### src/rtl/alu_pkg.sv
// ---------------------------------------------------------------------------
// alu_pkg
// Shared definitions for the ALU and its upstream operand/opcode queue.
//   ALU_WIDTH   : operand width of the ALU datapath
//   SEL_W       : opcode width
//   OP_*        : opcode encodings (the queue forwards them verbatim)
//   alu_req_t   : packed request {a, b, sel}, MSB-first in that order
// ---------------------------------------------------------------------------
package alu_pkg;

    localparam int ALU_WIDTH = 4;
    localparam int SEL_W     = 2;

    localparam logic [SEL_W-1:0] OP_SUB       = 2'b00;
    localparam logic [SEL_W-1:0] OP_NAND      = 2'b01;
    localparam logic [SEL_W-1:0] OP_START_ONES = 2'b10;
    localparam logic [SEL_W-1:0] OP_OH2U2     = 2'b11;

    typedef struct packed {
        logic [ALU_WIDTH-1:0] a;
        logic [ALU_WIDTH-1:0] b;
        logic [SEL_W-1:0]     sel;
    } alu_req_t;

endpackage

### src/rtl/alu_op_fifo_mem.sv
// ---------------------------------------------------------------------------
// alu_op_fifo_mem
// DEPTH x DW register array for the ALU issue queue.
//   clk     : rising-edge clock
//   wr_en   : write wr_data at wr_addr on the next rising edge
//   wr_addr : write index
//   wr_data : entry to store
//   rd_addr : read index
//   rd_data : entry at rd_addr, combinational read
// Contents are not reset; the controller masks them with its own count.
// ---------------------------------------------------------------------------
module alu_op_fifo_mem #(
    parameter int DW    = 10,
    parameter int DEPTH = 4,
    parameter int AW    = 2
) (
    input  logic          clk,
    input  logic          wr_en,
    input  logic [AW-1:0] wr_addr,
    input  logic [DW-1:0] wr_data,
    input  logic [AW-1:0] rd_addr,
    output logic [DW-1:0] rd_data
);

    logic [DW-1:0] mem [DEPTH];

    always_ff @(posedge clk) begin
        if (wr_en) begin
            mem[wr_addr] <= wr_data;
        end
    end

    assign rd_data = mem[rd_addr];

endmodule

### src/rtl/alu_op_fifo.sv
// ---------------------------------------------------------------------------
// alu_op_fifo
// In-order issue queue for {A, B, sel} requests in front of the ALU.
//   i_CLK, i_RST          : clock, synchronous active-high reset
//   i_A, i_B, i_sel       : producer payload
//   i_VALID / o_READY     : producer handshake
//   o_A, o_B, o_sel       : head entry (show-ahead, zero when empty)
//   o_VALID / i_READY     : ALU handshake
//   o_count               : occupancy 0..DEPTH
//   o_full, o_empty       : occupancy flags
//   o_stall_cnt           : saturating count of producer stall cycles
//
// Handshake: a transfer happens on a rising edge where valid and ready are
// both 1. A producer holds its payload while valid=1 and ready=0; this queue
// likewise holds its head stable while o_VALID=1 and i_READY=0.
// ---------------------------------------------------------------------------
module alu_op_fifo #(
    parameter  int WIDTH   = 4,
    parameter  int SEL_W   = alu_pkg::SEL_W,
    parameter  int DEPTH   = 4,
    parameter  int STALL_W = 8,
    localparam int AW      = $clog2(DEPTH)
) (
    input  logic               i_CLK,
    input  logic               i_RST,
    input  logic [WIDTH-1:0]   i_A,
    input  logic [WIDTH-1:0]   i_B,
    input  logic [SEL_W-1:0]   i_sel,
    input  logic               i_VALID,
    output logic               o_READY,
    output logic [WIDTH-1:0]   o_A,
    output logic [WIDTH-1:0]   o_B,
    output logic [SEL_W-1:0]   o_sel,
    output logic               o_VALID,
    input  logic               i_READY,
    output logic [AW:0]        o_count,
    output logic               o_full,
    output logic               o_empty,
    output logic [STALL_W-1:0] o_stall_cnt
);

    import alu_pkg::*;

    localparam int          DW         = 2 * WIDTH + SEL_W;
    localparam logic [AW:0] FULL_COUNT = (AW + 1)'(DEPTH);

    logic [AW-1:0] wr_ptr;
    logic [AW-1:0] rd_ptr;
    logic [AW:0]   count;
    logic          push;
    logic          pop;
    logic [DW-1:0] rd_data;

    assign o_count = count;
    assign o_full  = (count == FULL_COUNT);
    assign o_empty = (count == '0);

    // Ready depends only on occupancy (and reset), never on i_READY, so a
    // pop in the full cycle does not open a write-through path.
    assign o_READY = !i_RST && !o_full;
    assign o_VALID = !o_empty;

    assign push = i_VALID && o_READY;
    assign pop  = o_VALID && i_READY;

    always_ff @(posedge i_CLK) begin
        if (i_RST) begin
            wr_ptr <= '0;
            rd_ptr <= '0;
            count  <= '0;
        end else begin
            if (push) begin
                wr_ptr <= wr_ptr + AW'(1);
            end
            if (pop) begin
                rd_ptr <= rd_ptr + AW'(1);
            end
            case ({push, pop})
                2'b10:   count <= count + (AW + 1)'(1);
                2'b01:   count <= count - (AW + 1)'(1);
                default: count <= count;
            endcase
        end
    end

    always_ff @(posedge i_CLK) begin
        if (i_RST) begin
            o_stall_cnt <= '0;
        end else if (i_VALID && !o_READY && (o_stall_cnt != '1)) begin
            o_stall_cnt <= o_stall_cnt + STALL_W'(1);
        end
    end

    alu_op_fifo_mem #(
        .DW    (DW),
        .DEPTH (DEPTH),
        .AW    (AW)
    ) u_mem (
        .clk     (i_CLK),
        .wr_en   (push),
        .wr_addr (wr_ptr),
        .wr_data ({i_A, i_B, i_sel}),
        .rd_addr (rd_ptr),
        .rd_data (rd_data)
    );

    // Stale storage is never exposed: the head reads as zero when empty.
    assign {o_A, o_B, o_sel} = o_VALID ? rd_data : '0;

endmodule

### config.mk
export PLATFORM = sky130hd
export DESIGN_NAME = alu_op_fifo
export DESIGN_NICKNAME = d
export VERILOG_FILES = /design/src/rtl/alu_pkg.sv /design/src/rtl/alu_op_fifo_mem.sv /design/src/rtl/alu_op_fifo.sv
export SDC_FILE = /design/constraint.sdc
export NUM_CORES = 1
export LEC_CHECK = 0
export BUFFER_PORTS_ARGS = -buffer_cell sky130_fd_sc_hd__clkbuf_2
export CAP_MARGIN = 20
export CORE_ASPECT_RATIO = 0.8
export CORE_MARGIN = 1
export CORE_UTILIZATION = 50
export DETAILED_ROUTE_END_ITERATION = 6
export GPL_ROUTABILITY_DRIVEN = 0
export GPL_TIMING_DRIVEN = 0
export PLACE_DENSITY_LB_ADDON = 0.2
export SKIP_CTS_REPAIR_TIMING = 1
export SLEW_MARGIN = 5
export SYNTH_ARGS = -nofsm -noshare
export SYNTH_HDL_FRONTEND = slang
export SYNTH_SLANG_ARGS = --single-unit
### constraint.sdc
create_clock -name i_CLK -period 2.4 [get_ports i_CLK]
set_input_delay 0 -clock i_CLK [delete_from_list [all_inputs] [get_ports i_CLK]]
set_output_delay 0 -clock i_CLK [all_outputs]
set_load 0.1 [all_outputs]
==> impl_metrics.env <==
export IMPL_status="complete, no violations"
export IMPL_r2r_cells=8
export IMPL_grt_first_pass_wirelength_mm=6.89
export IMPL_p_per_area_nw_per_um2=1240
export IMPL_num_vias=1548
export IMPL_ys_seq_area_share_pct=64.1
export IMPL_required_ns=2.67
export IMPL_worstPathArrival_ns=2.53
export IMPL_r2r_start="o_count[1]"
export IMPL_routed_wl_mm=4.43
export IMPL_grt_usage_pct=19.5
export IMPL_area_growth_pct=24.7
export IMPL_hpwlAfterDp_mm=3.02
export IMPL_clock_sinks=57
export IMPL_dp_slack_ns=0.127
export IMPL_final_nets=243
export IMPL_dieArea_um2=5090
export IMPL_endpoint_kind="flop"
export IMPL_fin_crit_sh_pct=94.5
export IMPL_die_w_um=79.5
export IMPL_hold_viol_final=0
export IMPL_root_buffer="clkbuf_8"
export IMPL_tritoncts="done"
export IMPL_path_class="flop to flop"
export IMPL_avgRoutedWirePerCell_um=15.4
export IMPL_finalCriticalPeriod_ns=2.27
export IMPL_slew_violations=0
export IMPL_cts_made_buffers=9
export IMPL_netlist_area_um2=2400
export IMPL_grt_max_degree=11
export IMPL_drt_iter0_markers=55
export IMPL_hold_depth=4
export IMPL_worstMarginPinSlew_ns=0.620
export IMPL_grt_pass1_vias=1475
export IMPL_async_flop_share_pct=0
export IMPL_hold_class="primary input to flop"
export IMPL_tns_ns=0
export IMPL_fmax_mhz=441
export IMPL_rsz0062_at_grt="false"
export IMPL_r2r_setup_slack_ns=0.13
export IMPL_cp_start_kind="flop"
export IMPL_ios=39
export IMPL_cts_clk_slew_worst_paths_ns=0.06
export IMPL_stdcell_count=287
export IMPL_port_buffer_count=37
export IMPL_syn_area_per_cell_um2=14.7
export IMPL_synth_edf_count=40
export IMPL_firstDrtPassIters=4
export IMPL_utilization_pct=65.2
export IMPL_slew_headroom_pct=58.7
export IMPL_synth_seq_cells=57
export IMPL_insertion_delay_ns=0.33
export IMPL_dp_cells=260
export IMPL_num_rows=22
export IMPL_overflow=0
export IMPL_clock_path_buffers=2
export IMPL_die_h_um=64.0
export IMPL_finClkSkew_ns=0.0107
export IMPL_initial_core_util_pct=52.3
export IMPL_synth_cell_types=33
export IMPL_holdWs_ns=0.0619
export IMPL_cp_max_fo=5
export IMPL_final_antenna_net_count=0
export IMPL_p_leak_nw=1.12
export IMPL_synth_cells=163
export IMPL_antenna_found_initial=0
export IMPL_route_detailed_drc=0
export IMPL_rr_endpoint="o_count[2]"
export IMPL_setup_viol=0
export IMPL_coreArea_um2=4600
export IMPL_hp_start="i_READY"
export IMPL_yosys_most_used_dff="edfxtp_1"
export IMPL_htreeDepth=3
export IMPL_finalWorstSetupSlack_ns=0.132
export IMPL_n_antenna_cell=0
export IMPL_synth_nets=184
export IMPL_cap_violations=0
export IMPL_ir_worst_vdd_mv=1.11
export IMPL_drive_gt1_share_pct=34.8
export IMPL_yosysWarningCount=0
export IMPL_routed_via_density=5.39
[cells in the mapped netlist (2+ instances only)]
| library cell | instances | area (um^2) |
|---|---|---|
| and3_1 | 6 | 37.5 |
| nand3_1 | 7 | 35.0 |
| edfxtp_1 | 40 | 1200 |
| nor2_1 | 10 | 37.5 |
| nand4_1 | 2 | 12.5 |
| nand2_1 | 3 | 11.3 |
| ha_1 | 6 | 75.1 |
| a21oi_1 | 8 | 40.0 |
| o31ai_1 | 2 | 15.0 |
| a211oi_1 | 2 | 15.0 |
| xnor2_1 | 2 | 17.5 |
| or4_1 | 2 | 15.0 |
| buf_6 | 2 | 22.5 |
| inv_1 | 9 | 33.8 |
| o21ai_0 | 4 | 20.0 |
| mux4_2 | 10 | 225 |
| xor2_1 | 3 | 26.3 |
| dfxtp_1 | 17 | 340 |
| or3_2 | 4 | 30.0 |
| and2_1 | 11 | 68.8 |
[metal layers]
metal | share of wire, % | global-route usage, %
met1 | 45 | 23.9
met2 | 49 | 30.0
met3 | 5.1 | 8.43
met4 | 1.2 | 8.18
met5 | 0 | 0
[power breakdown]
| group | switching [mW] | internal (mW) | leakage [nW] |
|---|---|---|---|
| clock network | 0.340 | 0.430 | 0.0867 |
| registers | 0.0430 | 1.14 | 0.503 |
| logic | 1.39 | 0.385 | 0.530 |
| total | 1.77 | 1.95 | 1.12 |
[cells in the final DEF (no fill, tap or decap), types with 2 or more instances in the layout]
| cell type | count |
|---|---|
| nand3_1 | 6 |
| nand4_1 | 2 |
| o21ai_0 | 4 |
| xor2_1 | 3 |
| ha_1 | 5 |
| nand2_1 | 3 |
| a211oi_1 | 2 |
| o31ai_1 | 2 |
| clkbuf_8 | 11 |
| dfxtp_4 | 3 |
| clkbuf_1 | 3 |
| and3_1 | 6 |
| inv_1 | 9 |
| and2_1 | 11 |
| xnor2_1 | 2 |
| or3_2 | 4 |
| mux4_2 | 10 |
| edfxtp_1 | 40 |
| buf_6 | 2 |
| clkbuf_2 | 38 |
| dfxtp_1 | 14 |
| or4_1 | 2 |
| nor2_1 | 9 |
| dlygate4sd3_1 | 11 |
| a21oi_1 | 8 |
[stage by stage]
step / instance area (um^2) / total power, mW
floorplan: 2450 / 2.70
global placement: 2710 / 2.94
detailed placement: 2710 / 2.97
CTS: 2890 / 3.74
global route: 3000 / 3.88
finish: 3000 / 3.72
[area by class of cell]
class | instances | area [um^2]
Multi-Input combinational cell | 91 | 820
Timing Repair Buffer | 48 | 295
Tap cell | 60 | 75.1
Fill cell | 331 | 1600
Buffer | 5 | 36.3
Clock buffer | 14 | 163
Inverter | 10 | 42.5
Sequential cell | 57 | 1550
Clock inverter | 2 | 12.5
[flip-flops by register name, summed over array words and instances (netlist names), named ones only]
| name | flops |
|---|---|
| u_mem.mem | 40 |
| o_count | 3 |
| rd_ptr | 2 |
| wr_ptr | 2 |
| o_stall_cnt | 8 |
[worst max path at each step]
stage,endpoint,slack [ns],start
4_1_cts,o_count[2],0.12,o_count[1]
3_5_place_dp,o_count[2],0.13,o_count[1]
5_1_grt,o_count[2],0.03,o_count[1]
3_3_place_gp,o_count[2],0.19,o_count[1]
2_1_floorplan,o_count[2],0.04,o_count[2]
6_report,o_count[2],0.13,o_count[1]
[cells by family after synthesis]
kind of cell	count (synthesis)	share of synthesized area, %
flops	57	64.1
simple gates	46	10.8
compound gates	22	6.30
buf+inv	15	3.23
mux	11	9.79
fa+ha+maj	7	3.96
xor+xnor	5	1.82
[critical path, stage by stage, from the launching register on]
cell and delay (ns):
dfxtp_4 0.36, or3b_4 0.46, nand3_4 0.14, ha_4 0.15
inv_1 0.05, fa_2 0.33, xor2_1 0.16, or3_2 0.42
a21oi_1 0.14
(Power assumes the default switching activity.)
